==> config.mk <==
export PLATFORM = sky130hd
export DESIGN_NAME = change_dispenser
export DESIGN_NICKNAME = d
export VERILOG_FILES = /design/src/rtl/vm_pkg.sv /design/src/rtl/coin_picker.sv /design/src/rtl/change_dispenser.sv
export SDC_FILE = /design/constraint.sdc
export NUM_CORES = 1
export LEC_CHECK = 0
export CORE_MARGIN = 2
export CORE_UTILIZATION = 49
export CTS_CLUSTER_DIAMETER = 120
export DETAILED_ROUTE_END_ITERATION = 8
export PLACE_DENSITY = 0.84
export SYNTH_ARGS = -nofsm -noshare
export SYNTH_HDL_FRONTEND = slang
export SYNTH_HIERARCHICAL = 1
export SYNTH_SLANG_ARGS = --single-unit
==> constraint.sdc <==
create_clock -name clk -period 2.75 [get_ports clk]
set_clock_uncertainty 0.2 [all_clocks]
set_input_delay 0.55 -clock clk [delete_from_list [all_inputs] [get_ports clk]]
set_output_delay 0.55 -clock clk [all_outputs]
set_load 0.03 [all_outputs]
==> src/rtl/vm_pkg.sv <==
// Shared constants and types for the change dispenser: coin_sel encoding,
// default denominations and the dispenser state enum. Optional macro CHANGE_STOCK_EN.
package vm_pkg;

    localparam int unsigned AMT_W = 8;

    localparam logic [1:0] SEL_DEN0 = 2'd0;
    localparam logic [1:0] SEL_DEN1 = 2'd1;
    localparam logic [1:0] SEL_DEN2 = 2'd2;
    localparam logic [1:0] SEL_DEN3 = 2'd3;

    localparam int unsigned DEF_DEN0 = 50;
    localparam int unsigned DEF_DEN1 = 10;
    localparam int unsigned DEF_DEN2 = 5;
    localparam int unsigned DEF_DEN3 = 1;

    typedef enum logic [1:0] {
        StIdle,
        StPick,
        StSend,
        StDone
    } disp_state_e;

endpackage

==> src/rtl/coin_picker.sv <==
// Greedy priority selector: largest denomination that still fits the remaining amount.
// Under CHANGE_STOCK_EN, denominations with an empty stock counter are skipped.
module coin_picker #(
    parameter int unsigned AMT_W = vm_pkg::AMT_W,
    parameter int unsigned DEN0  = vm_pkg::DEF_DEN0,
    parameter int unsigned DEN1  = vm_pkg::DEF_DEN1,
    parameter int unsigned DEN2  = vm_pkg::DEF_DEN2,
    parameter int unsigned DEN3  = vm_pkg::DEF_DEN3
) (
`ifdef CHANGE_STOCK_EN
    input  logic [3:0]       stock_nz,
`endif
    input  logic [AMT_W-1:0] remaining,
    output logic [1:0]       sel,
    output logic             found
);
    import vm_pkg::*;

    logic [3:0] fits;

    always_comb begin
        fits[0] = remaining >= AMT_W'(DEN0);
        fits[1] = remaining >= AMT_W'(DEN1);
        fits[2] = remaining >= AMT_W'(DEN2);
        fits[3] = remaining >= AMT_W'(DEN3);
`ifdef CHANGE_STOCK_EN
        fits = fits & stock_nz;
`endif
        found = |fits;
        sel   = SEL_DEN0;
        if (fits[0])      sel = SEL_DEN0;
        else if (fits[1]) sel = SEL_DEN1;
        else if (fits[2]) sel = SEL_DEN2;
        else if (fits[3]) sel = SEL_DEN3;
    end

endmodule

==> src/rtl/change_dispenser.sv <==
// Pays out a change amount one coin at a time, largest denomination first.
// Define CHANGE_STOCK_EN to add per-denomination stock counters and shortfall reporting.
module change_dispenser #(
    parameter int unsigned AMT_W = vm_pkg::AMT_W,
    parameter int unsigned DEN0  = vm_pkg::DEF_DEN0,
    parameter int unsigned DEN1  = vm_pkg::DEF_DEN1,
    parameter int unsigned DEN2  = vm_pkg::DEF_DEN2,
    parameter int unsigned DEN3  = vm_pkg::DEF_DEN3
) (
    input  logic             clk,
    input  logic             rst,
    input  logic             req_valid,
    output logic             req_ready,
    input  logic [AMT_W-1:0] req_amount,
    output logic             coin_valid,
    input  logic             coin_ready,
    output logic [1:0]       coin_sel,
    output logic             busy,
    output logic             done,
    output logic [AMT_W-1:0] remaining,
    output logic [AMT_W-1:0] coins_sent,
    output logic             short
`ifdef CHANGE_STOCK_EN
    ,
    input  logic             stock_load,
    input  logic [1:0]       stock_idx,
    input  logic [AMT_W-1:0] stock_val
`endif
);
    import vm_pkg::*;

    disp_state_e      state;
    logic [1:0]       pick_sel;
    logic             pick_found;
    logic [AMT_W-1:0] coin_den;

    always_comb begin
        coin_den = AMT_W'(DEN3);
        unique case (coin_sel)
            SEL_DEN0: coin_den = AMT_W'(DEN0);
            SEL_DEN1: coin_den = AMT_W'(DEN1);
            SEL_DEN2: coin_den = AMT_W'(DEN2);
            SEL_DEN3: coin_den = AMT_W'(DEN3);
            default:  coin_den = AMT_W'(DEN3);
        endcase
    end

`ifdef CHANGE_STOCK_EN
    logic [3:0][AMT_W-1:0] stock;
    logic [3:0]            stock_nz;
    logic                  short_q;

    always_comb begin
        for (int i = 0; i < 4; i++) stock_nz[i] = stock[i] != '0;
    end

    always_ff @(posedge clk) begin
        if (rst) begin
            stock <= '0;
        end else if (state == StIdle && stock_load) begin
            stock[stock_idx] <= stock_val;
        end else if (state == StSend && coin_ready) begin
            stock[coin_sel] <= stock[coin_sel] - 1'b1;
        end
    end

    always_ff @(posedge clk) begin
        if (rst) begin
            short_q <= 1'b0;
        end else if (state == StIdle && req_valid) begin
            short_q <= 1'b0;
        end else if (state == StPick && !pick_found) begin
            short_q <= 1'b1;
        end
    end

    assign short = short_q;

    coin_picker #(
        .AMT_W (AMT_W),
        .DEN0  (DEN0),
        .DEN1  (DEN1),
        .DEN2  (DEN2),
        .DEN3  (DEN3)
    ) u_picker (
        .stock_nz  (stock_nz),
        .remaining (remaining),
        .sel       (pick_sel),
        .found     (pick_found)
    );
`else
    assign short = 1'b0;

    coin_picker #(
        .AMT_W (AMT_W),
        .DEN0  (DEN0),
        .DEN1  (DEN1),
        .DEN2  (DEN2),
        .DEN3  (DEN3)
    ) u_picker (
        .remaining (remaining),
        .sel       (pick_sel),
        .found     (pick_found)
    );
`endif

    // All handshake/status outputs are registered and change with the state.
    always_ff @(posedge clk) begin
        if (rst) begin
            state      <= StIdle;
            req_ready  <= 1'b1;
            busy       <= 1'b0;
            coin_valid <= 1'b0;
            coin_sel   <= SEL_DEN0;
            done       <= 1'b0;
            remaining  <= '0;
            coins_sent <= '0;
        end else begin
            done <= 1'b0;
            unique case (state)
                StIdle: begin
                    if (req_valid) begin
                        remaining  <= req_amount;
                        coins_sent <= '0;
                        req_ready  <= 1'b0;
                        busy       <= 1'b1;
                        if (req_amount == '0) begin
                            state <= StDone;
                            done  <= 1'b1;
                        end else begin
                            state <= StPick;
                        end
                    end
                end
                StPick: begin
                    if (pick_found) begin
                        coin_sel   <= pick_sel;
                        coin_valid <= 1'b1;
                        state      <= StSend;
                    end else begin
                        state <= StDone;
                        done  <= 1'b1;
                    end
                end
                StSend: begin
                    if (coin_ready) begin
                        remaining  <= remaining - coin_den;
                        coins_sent <= coins_sent + 1'b1;
                        coin_valid <= 1'b0;
                        if (remaining == coin_den) begin
                            state <= StDone;
                            done  <= 1'b1;
                        end else begin
                            state <= StPick;
                        end
                    end
                end
                StDone: begin
                    state     <= StIdle;
                    req_ready <= 1'b1;
                    busy      <= 1'b0;
                end
                default: state <= StIdle;
            endcase
        end
    end

endmodule

# --- Word-level counts from Yosys, hierarchy flattened ---
# Index checks and enable logic that the tools add are counted.
word_totals:
  ff_bits: 24
  latchBits: 0
  ram_bits: 0
  rom_bits: 0
  output_inout_bits: 23
  mem_count: 0
op_classes:
  n_addsub: 2
  mul: 0
  div: 0
  order_cmp: 4
  eq_ne: 10
  n_shift: 0
  mux: 30
  bitwise_logic: 0
  reduce_logical: 12
ops:
  columns: ["cell", "n"]
  rows:
  - ["$mux W8", 4]
  - ["$pmux W8 S2", 2]
  - ["$pmux W8 S4", 1]
  - ["$mux W2", 8]
  - ["$mux W1", 10]
  - ["$add A8 B1 Y8 const B", 1]
  - ["$eq A2 B2 Y1 const B", 4]
  - ["$eq A8 B8 Y1", 1]
  - ["$ge A8 B1 Y1 const B", 1]
  - ["$ge A8 B3 Y1 const B", 1]
  - ["$ge A8 B4 Y1 const B", 1]
  - ["$ge A8 B6 Y1 const B", 1]
  - ["$logic_not A8 Y1", 1]
  - ["$pmux W2 S4", 1]
  - ["$sub A8 B8 Y8", 1]
  - ["$ne A2 B2 Y1 const B", 3]
  - ["$pmux W1 S2", 3]
  - ["$reduce_and A2 Y1", 3]
  - ["$reduce_and A3 Y1", 2]
  - ["$reduce_bool A2 Y1", 3]
  - ["$eq A2 B1 Y1 const B", 2]
  - ["$logic_not A2 Y1", 2]
  - ["$reduce_or A4 Y1", 1]
  - ["$pmux W1 S3", 1]

# --- Depth between registers and ports, before layout ---
depth:
  word_depth: 6
  depth_mapped: 9
  mapped_depth_nobuf: 9

# --- Cells and area by module ---
# Netlist, hierarchy kept.
modules_own_cells:
  columns: ["mod", "instances", "cells_each", "area_per_inst_um2", "seq_area_each_um2"]
  rows:
  - ["change_dispenser", 1, 175, 1386.3, 480.5]
  - ["coin_picker", 1, 13, 95.1, 0.0]

# --- Worst setup path after synthesis ---
# Ideal clock, no wire load.
synth_path:
  kind: "reg2reg"
  startpoint: "register coin_sel[1]"
  endpoint: "register remaining[6]"
  setup_ps: 74
  t_arrival_ps: 2146
  required_ps: 2476
  path_slack_ps: 330
  path_stages_with_launch: 10
  n_path_buf: 1
  cell_sequence: "dfxtp_1 clkbuf_1 ha_1 inv_1 fa_1 a21oi_1 o21ai_0 a2111oi_4 o21ai_1 a31oi_1"
synth_via:
  elab_chain_cells: 5
synth_rtl:
  columns: ["item", "line", "text"]
  rows:
  - ["start: declaration", "change_dispenser.sv:17", "output logic [1:0] coin_sel,"]
  - ["start signal: assignment", "change_dispenser.sv:137", "coin_sel <= pick_sel;"]
  - ["$eq A2 B2 Y1, or another cell as far along", "change_dispenser.sv:39", "unique case (coin_sel)"]
  - ["$pmux W8 S4 *", "change_dispenser.sv:39", null]
  - ["$sub A8 B8 Y8 *", "change_dispenser.sv:147", "remaining <= remaining - coin_den;"]
  - ["$mux W8 *", "change_dispenser.sv:146", "if (coin_ready) begin"]
  - ["$pmux W8 S2 *", "change_dispenser.sv:120", "unique case (state)"]
  - ["end signal: assignment", "change_dispenser.sv:123", "remaining <= req_amount;"]
  - ["end signal: assignment", "change_dispenser.sv:147", null]
  - ["end: declaration", "change_dispenser.sv:20", "output logic [AMT_W-1:0] remaining,"]
# Every way passes the cells marked *; elsewhere a longest branch is shown, timed or not. The select of a mux whose other input is x is not followed.
# A chain may end at the register's enable or synchronous reset.

# --- Final worst setup path ---
# Ends and elaborated chain as after synthesis.

==> flow_summary.yaml <==
outcome:
  status: "finished, violations left"
  failed_checks: "DRC"
die:
  initial_utilization: 0.5281
  core.rowCount: 19
  fp.dieArea_um2: 3479
  die_h_um: 58.99
  boundaryPins: 35
  fp.dieW_um: 58.99
  coreArea_um2: 2805
sta:
  grt_setup_unrepaired: "no"
  max_slew_margin: 0.5298
  worst_pin_slew_ns: 0.7031
  hold_viol: 0
  fmaxAchievable_mhz: 388.2
  fin_tns_setup_ns: 0
  layout_worst_path_cycle_share: 0.9368
  setup_viol: 0
  period_needed_ns: 2.576
  drv_slew: 0
pwr:
  p_per_area_nw_per_um2: 566.4
  p_leak_nw: 0.7287
  ir_drop_mv: 0.3755
min_path:
  hold_depth: 2
  hold_class: "flip-flop to flip-flop"
drt:
  routed-via-count: 1451
  viasPerCell: 5.827
  dr.pass1.iters: 6
  antenna_left: 0
  wl_per_cell_um: 15.04
  drt_wl_total_um: 3745
  drtIter0Drc: 104
  drc: 1
layout:
  antennaDiodeCount: 0
  layout.nets: 239
  final_util: 0.6713
  drive_above_1_share: 0.05963
  fillerInstances: 227
  area_delta_synth_final_pct: 27.11
synthesis:
  synth_seq_cells: 24
  avgSynthCellArea_um2: 7.880
  yosys_warnings: 6
  synth_enable_flop_cells: 0
  synthCells: 188
  seq_area_frac_synth: 0.3243
  synth-async-reset-ratio: 0
  syn-cell-area_um2: 1481
  syn_nets: 208
  synth_top_flop_cell: "dfxtp_1"
  synthDistinctLibCells: 46
clock_tree:
  clkSlewWorstSetupHoldPaths_ns: 0.12
  postCtsResizedCells: 0
  cts_buffers: 3
  ctsHoldBuffers: 0
  clk-insertion-delay-late_ns: 0.32
  postCtsSetupBuffers: 0
  clock-root-buffer: "clkbuf_4"
  cts_tree: "yes"
  htree_levels: 1
  cts_buffer_depth: 2
  clock-sinks: 24
placed_design:
  hpwl_um: 2918
  gp_congestion: 0.8746
  io_buffers: 33
setup_path:
  r2r_start: "coin_sel[1]$_SDFFE_PP0P_"
  cp-end-kind: "flip-flop"
  crit_end: "remaining[6]$_SDFFE_PP0P_"
  crit_path_max_fanout: 8
  timing.rr.end: "remaining[6]$_SDFFE_PP0P_"
  startpoint: "coin_sel[1]$_SDFFE_PP0P_"
  r2r_cells: 7
  start_kind: "flip-flop"
  critical_path_class: "flip-flop to flip-flop"
  reg2reg_slack_ns: 0.17
  cp.required_ns: 2.79
  critPathArrivalTime_ns: 2.62
grt:
  grt_pass1_wl_um: 6499
  track_usage: 0.2407
  grt_remaining_overflow: 0
  grt_max_degree: 19
  grt_pass1_vias: 1385
  antenna_found_initial: 0
flow_run:
  cap_violations: 0
[power breakdown]
group,internal (mW),switching (mW),leakage [nW]
clock,0.147,0.108,0.0279
combinational,0.170,0.219,0.504
sequential,0.375,0.0470,0.196
[logic make-up after synthesis]
logic type               after synthesis  share of synthesized area
other                                  1                   0.002531
buffers and inverters                 16                    0.04646
AO/OA/AOI/OAI                         39                     0.1858
AND/OR/NAND/NOR                       87                     0.2880
XOR/XNOR                               9                    0.05321
multiplexers                           4                    0.02703
flip-flops                            24                     0.3243
adder cells (fa/ha/maj)                8                    0.07263
[state kept, by name, indices dropped and copies added, names as in the netlist]
signal      cells
remaining       8
done            1
state           2
req_ready       1
coin_valid      1
coin_sel        2
coins_sent      8
busy            1
[per-layer routing]
metal	vias to the layer above	global-route usage	wire [um]
met5	-	0	0
met4	0	0.07143	33
met3	4	0.03712	156
met2	42	0.3857	1818
met1	682	0.3347	1738
li1	723	-	-
[placed cells by master (no fill, tap or decap), types with 4 or more instances in the layout]
| master | synthesis | routed |
|---|---|---|
| xor2_1 | 5 | 5 |
| a21oi_1 | 15 | 15 |
| xnor2_1 | 4 | 4 |
| inv_1 | 5 | 5 |
| dfxtp_1 | 24 | 24 |
| nand3_1 | 7 | 7 |
| and3_1 | 4 | 4 |
| nor2_1 | 24 | 24 |
| nor3_1 | 5 | 5 |
| ha_1 | 7 | 7 |
| clkdlybuf4s50_1 | 0 | 33 |
| mux2i_1 | 4 | 4 |
| a311oi_1 | 4 | 4 |
| buf_4 | 1 | 4 |
| nand2_1 | 25 | 25 |
| o21ai_0 | 5 | 5 |
| nand2b_1 | 5 | 5 |
[per-stage QoR]
stage                     instances  instance area [um2]  setup slack [ns]  power [mW]  hold WS, ns
after floorplan                 188                 1481            0.3297      0.6888       0.3662
after global placement          245                 1831            0.3923      0.7989       0.2314
after detailed placement        245                 1831            0.2346      0.8123       0.2453
after CTS                       249                 1883            0.2000       1.069       0.2649
after global routing            249                 1883          0.002234       1.134       0.2952
final                           249                 1883            0.1738       1.067       0.2585
[area by class of cell]
type,count,area [um2],share of cell area
flip-flops and latches,24,480.5,0.2551
inverters,5,18.77,0.009967
clock inverters,1,30.03,0.01595
repair buffers,37,360.3,0.1914
multi-input cells,148,932.1,0.4950
well taps,31,38.79,0.02060
clock buffers,3,22.52,0.01196
[synthesized netlist by cell type (2+ instances only)]
library cell  instances  share of area
and3_1                4          0.017
a311oi_1              4          0.024
o21ai_0               5          0.017
xnor2_1               4          0.024
nand4_1               2         0.0084
nand2b_1              5          0.021
inv_1                 5          0.013
nand2_1              25          0.063
ha_1                  7          0.059
xor2_1                5          0.030
nand3_1               7          0.024
a21oi_1              15          0.051
dfxtp_1              24           0.32
clkbuf_1              6          0.015
nor2b_1               2         0.0084
nor4_1                3          0.013
o211ai_1              2          0.010
nor2_1               24          0.061
mux2i_1               4          0.027
a31oi_1               2         0.0084
nor3_1                5          0.017
buf_2                 4          0.014
[worst min-delay path by stage]
stage                           start                endpoint
2_1_floorplan  req_ready$_SDFFE_PP1P_  req_ready$_SDFFE_PP1P_
3_3_place_gp   req_ready$_SDFFE_PP1P_  req_ready$_SDFFE_PP1P_
3_5_place_dp   req_ready$_SDFFE_PP1P_  req_ready$_SDFFE_PP1P_
4_1_cts        req_ready$_SDFFE_PP1P_  req_ready$_SDFFE_PP1P_
5_1_grt        req_ready$_SDFFE_PP1P_  req_ready$_SDFFE_PP1P_
6_report       req_ready$_SDFFE_PP1P_  req_ready$_SDFFE_PP1P_
[worst max-delay path, stage by stage (launching register included)]
cell and delay, ns:
dfxtp_1 0.42, or2_2 0.33, ha_1 0.35, a21oi_1 0.28, o21ai_0 0.26, a2111oi_4 0.40
o21ai_1 0.12, a31oi_1 0.15
No activity file was read; power rests on OpenSTA's default activity.
==> variant 1 (same settings) <==
Add a define of `CHANGE_STOCK_EN`.
--- a/src/rtl/coin_picker.sv
+++ b/src/rtl/coin_picker.sv
@@ -1,4 +1,6 @@
 // Greedy priority selector: largest denomination that still fits the remaining amount.
 // Under CHANGE_STOCK_EN, denominations with an empty stock counter are skipped.
+`define CHANGE_STOCK_EN
+
 module coin_picker #(
     parameter int unsigned AMT_W = vm_pkg::AMT_W,
Interface: changed (added stock_idx, stock_load and stock_val); port bits go from 35 to 46. The function was not compared with the original's and may differ.
==> variant 1 against the original RTL <==
The run ends with setup timing left. Non-clock buffer count increased by 52. Cell area increased by 130%. Wire length increased to 2.9 times the old value. Sequential cell count increased by 33. Global-route usage increased by 5.4 points. Die area increased by 120%. Synthesized area increased by 130%. Worst setup slack got worse by 0.20 ns. Sequential share of layout area increased by 0.82 points. Power increased by 140%. Critical path type unchanged.
==> variant 1: results (changes against the original RTL) <==
Power
The combinational-cell power consumption came to 0.000933 W (was 0.000389 W). The clock power share came to 25.5% (was 24.0%). The maximum ir drop on the vdd rail was 403 uV (was 376 uV). The switching fraction of total power is 35.9% (was 35.1%).

The internal power is 0.00163 W (was 0.000693 W). The leakage power came to 1.61 nW (was 0.729 nW).

Final layout
The sequential cell area is 1150 um^2 (was 480 um^2). The fraction of area in clock buffers and inverters came to 3.57% (was 2.79%). The number of nets in the layout is 507 (was 239). The clock buffer count is 12 (was 3). The share of the final layout cell area in multi-input gates is 49.1% (was 49.5%).

The number of fillers in the final layout came to 544 (was 227).

Place
The count of input and output buffers is 45 (was 33). The instance area after placement came to 4150 um^2 (was 1830 um^2). The number of cells after detailed placement is 542 (was 245).

The minimum setup slack after placement was -0.0742 ns (was 0.235 ns).

Drt
The initial detailed-routing violation count is 445 (was 104). The count of TritonRoute iterations in the first routing pass is 7 (was 6).

CTS
The number of buffers inserted during clock tree synthesis was 9 (was 3). The number of gates given a new drive strength after cts is 2 (was 0). The number of levels in the clock H-tree is 3 (was 1). The later-pin clock latency in the skew report came to 0.34 ns (was 0.32 ns). The sink count of the clock tree is 57 (was 24). The buffer cell driving the clock tree root is sky130_fd_sc_hd__clkbuf_8 (was sky130_fd_sc_hd__clkbuf_4).

Status
Violated checks: setup timing (was DRC). Status: complete, but fails checks (unchanged).

Setup path
The kind of cell adding the most delay to the critical path is simple AND/OR/NAND/NOR gates (was compound AO/OA/AOI/OAI gates). The cell count of the worst reg-to-reg path is 5 (was 7).

Logic synthesis
Largest cells by area after synthesis: sky130_fd_sc_hd__dfxtp_1 34%, sky130_fd_sc_hd__mux4_2 5.3%, sky130_fd_sc_hd__a22oi_1 4.7% (was sky130_fd_sc_hd__dfxtp_1 32%, sky130_fd_sc_hd__nand2_1 6.3%, sky130_fd_sc_hd__nor2_1 6.1%).

STA
The worst hold slack across all endpoints is 0.291 ns (was 0.258 ns). The final-layout setup total negative slack was -0.0349 ns (was 0 ns). The total setup violations reported at the end of the flow is 2 (was 0). The actual transition at the worst max-transition pin is 0.596 ns (was 0.703 ns). The least setup slack across all paths after layout is -0.0298 ns (was 0.174 ns).

Global route
The via count of the first global-routing pass was 3406 (was 1385). The first-pass GRT wire length came to 17300 um (was 6500 um).

Min path
The startpoint of the worst hold path is coin_valid (was req_ready). The hold path endpoint is coin_valid (was req_ready).
-- variant 1: cell count changes after synthesis, sizes merged, moves of 9 or more --
cell | before | now
a21oi | 15 | 27
a22oi | 0 | 21
clkbuf | 6 | 21
nor3 | 5 | 14
o21ai | 6 | 16
or3 | 0 | 11
nor2 | 24 | 36
dfxtp | 24 | 57
-- variant 1: cell families (layout without fill, tap and decap cells) --
group / after synthesis / after routing / share of synthesized area (%)
buffers and inverters: 32 / 114 / 3.82
and+or+nand+nor: 154 / 154 / 24.7
adders and majority gates: 11 / 11 / 4.23
AOI/OAI and AO/OA: 123 / 123 / 24.9
muxes: 10 / 10 / 5.94
DFF: 57 / 57 / 33.9
xor gates and xnor gates: 10 / 10 / 2.60
-- variant 1: metal layers --
metal / share of wire (%) / vias up / global-route usage, %
met5: 0 / - / 0
met4: 2.3 / 0 / 11.4
met3: 9.5 / 22 / 6.45
met2: 45 / 232 / 44.6
met1: 43 / 1702 / 40.9
li1: - / 1666 / -
==> variant 2 (config.mk and constraints unchanged) <==
Made on the original files. Re-encode `disp_state_e` (4 states) as Gray code, 2 bits wide.
--- a/src/rtl/vm_pkg.sv
+++ b/src/rtl/vm_pkg.sv
@@ -16,8 +16,8 @@
 
     typedef enum logic [1:0] {
-        StIdle,
-        StPick,
-        StSend,
-        StDone
+        StIdle = 2'b00,
+        StPick = 2'b01,
+        StSend = 2'b11,
+        StDone = 2'b10
     } disp_state_e;
 
Function: no difference found for any inputs over 10 cycles, from zero or initial values and one cycle with rst high; not proved beyond that.
==> variant 2 against the original RTL <==
Wire length decreased by 3.1%. Synthesized area increased by 0.76%. Critical endpoint unchanged. Cell area increased by 0.40%. Maximum frequency increased by 1.1%. Power decreased by 3.5%. Worst setup slack improved by 0.028 ns. Via count decreased by 0.34%. Die area increased by 0.71%. Largest power group unchanged. Cell count unchanged. Sequential power decreased by 2%. Sequential cell count unchanged. Non-clock buffer count decreased by 1.
==> variant 2: results (changes against the original RTL) <==
Global route
The global-route total usage across every layer is 22.3% (was 24.1%). The first-pass GRT wire length came to 5990 um (was 6500 um). The maximum number of pins on one net before global-route repair is 15 (was 19). The via count of the first global-routing pass is 1227 (was 1385).

Power
The clock power share came to 25.7% (was 24.0%). The overall power after layout is 0.00103 W (was 0.00107 W). The leakage power came to 0.722 nW (was 0.729 nW).

The power drawn by the sequential cells is 0.000414 W (was 0.000422 W). The switching power summed over all nets is 0.000352 W (was 0.000374 W). The maximum ir drop on the vdd rail is 235 uV (was 376 uV).

Drt
The via total after detailed routing is 1446 (was 1451). The initial detailed-routing violation count is 58 (was 104). The final routed wirelength across all metal layers was 3630 um (was 3750 um). The count of TritonRoute iterations in the first routing pass is 4 (was 6).

Place
The half-perimeter wire length of the detailed placement result is 2670 um (was 2920 um). The global placer's final weighted congestion was 0.907 (was 0.875). The minimum setup slack after placement came to 0.308 ns (was 0.235 ns). The instance area after placement is 1840 um^2 (was 1830 um^2).

STA
The worst hold slack across all endpoints was 0.252 ns (was 0.258 ns). The least setup slack across all paths after layout is 0.202 ns (was 0.174 ns).

Status
Status: finished, final reports clean (was complete, but fails checks).

Logic synthesis
The number of unique standard cell types used by synthesis is 51 (was 46). The total nets after synthesis is 206 (was 208). Largest cells by area after synthesis: sky130_fd_sc_hd__dfxtp_1 32%, sky130_fd_sc_hd__nor2_1 7.5%, sky130_fd_sc_hd__ha_1 5.9% (was sky130_fd_sc_hd__dfxtp_1 32%, sky130_fd_sc_hd__nand2_1 6.3%, sky130_fd_sc_hd__nor2_1 6.1%). The synthesized area per cell is 8.03 um^2 (was 7.88 um^2). Post-synth top cells: 30 x sky130_fd_sc_hd__nor2_1, 24 x sky130_fd_sc_hd__dfxtp_1, 20 x sky130_fd_sc_hd__nand2_1, 14 x sky130_fd_sc_hd__a21oi_1, 8 x sky130_fd_sc_hd__nand3_1 (was 25 x sky130_fd_sc_hd__nand2_1, 24 x sky130_fd_sc_hd__dfxtp_1, 24 x sky130_fd_sc_hd__nor2_1, 15 x sky130_fd_sc_hd__a21oi_1). The sequential element share of the synthesized area is 32.2% (was 32.4%).

Final layout
The number of fillers in the final layout came to 253 (was 227). The number of nets in the layout is 237 (was 239). The share of cells above drive strength 1 is 8.80% (was 5.96%).

CTS
The number of buffers inserted during clock tree synthesis is 3 (unchanged). The number of levels in the clock H-tree is 1 (unchanged). The later-pin clock latency in the skew report is 0.34 ns (was 0.32 ns).

The clock slew seen by the registers of the worst setup and hold paths is 0.14 ns (was 0.12 ns).

Setup path
The critical path arrival is 2.63 ns (was 2.62 ns).

Min path
The number of stages on the worst hold path is 2 (unchanged).
-- variant 2: final cells by class --
class	instances	area share [%]
Multi-Input combinational cell	147	50.0
Tap cell	33	2.18
Clock buffer	3	1.19
Timing Repair Buffer	36	18.7
Inverter	5	0.993
Clock inverter	1	1.59
Sequential cell	24	25.4
-- variant 2: routing by layer --
metal	vias to the layer above	GRT usage, %	share of wire, %
met4	0	7.79	1.7
li1	725	-	-
met5	-	0	0
met2	51	32.7	44
met3	5	2.18	5.6
met1	665	33.9	49
-- variant 2: kinds of logic after synthesis --
group | after synthesis | share of synthesized area, %
buf+inv | 15 | 4.53
compound gates | 40 | 19.2
flops | 24 | 32.2
other cells | 1 | 0.251
fa+ha+maj | 8 | 7.21
simple gates | 85 | 28.3
xor+xnor | 9 | 5.28
mux | 4 | 3.02
-- variant 2: critical path: cells and delay by family (launching register included) --
| family | cells | cell delay [ns] |
|---|---|---|
| fa+ha+maj | 1 | 0.35 |
| flops | 1 | 0.42 |
| simple gates | 1 | 0.36 |
| compound gates | 5 | 1.16 |
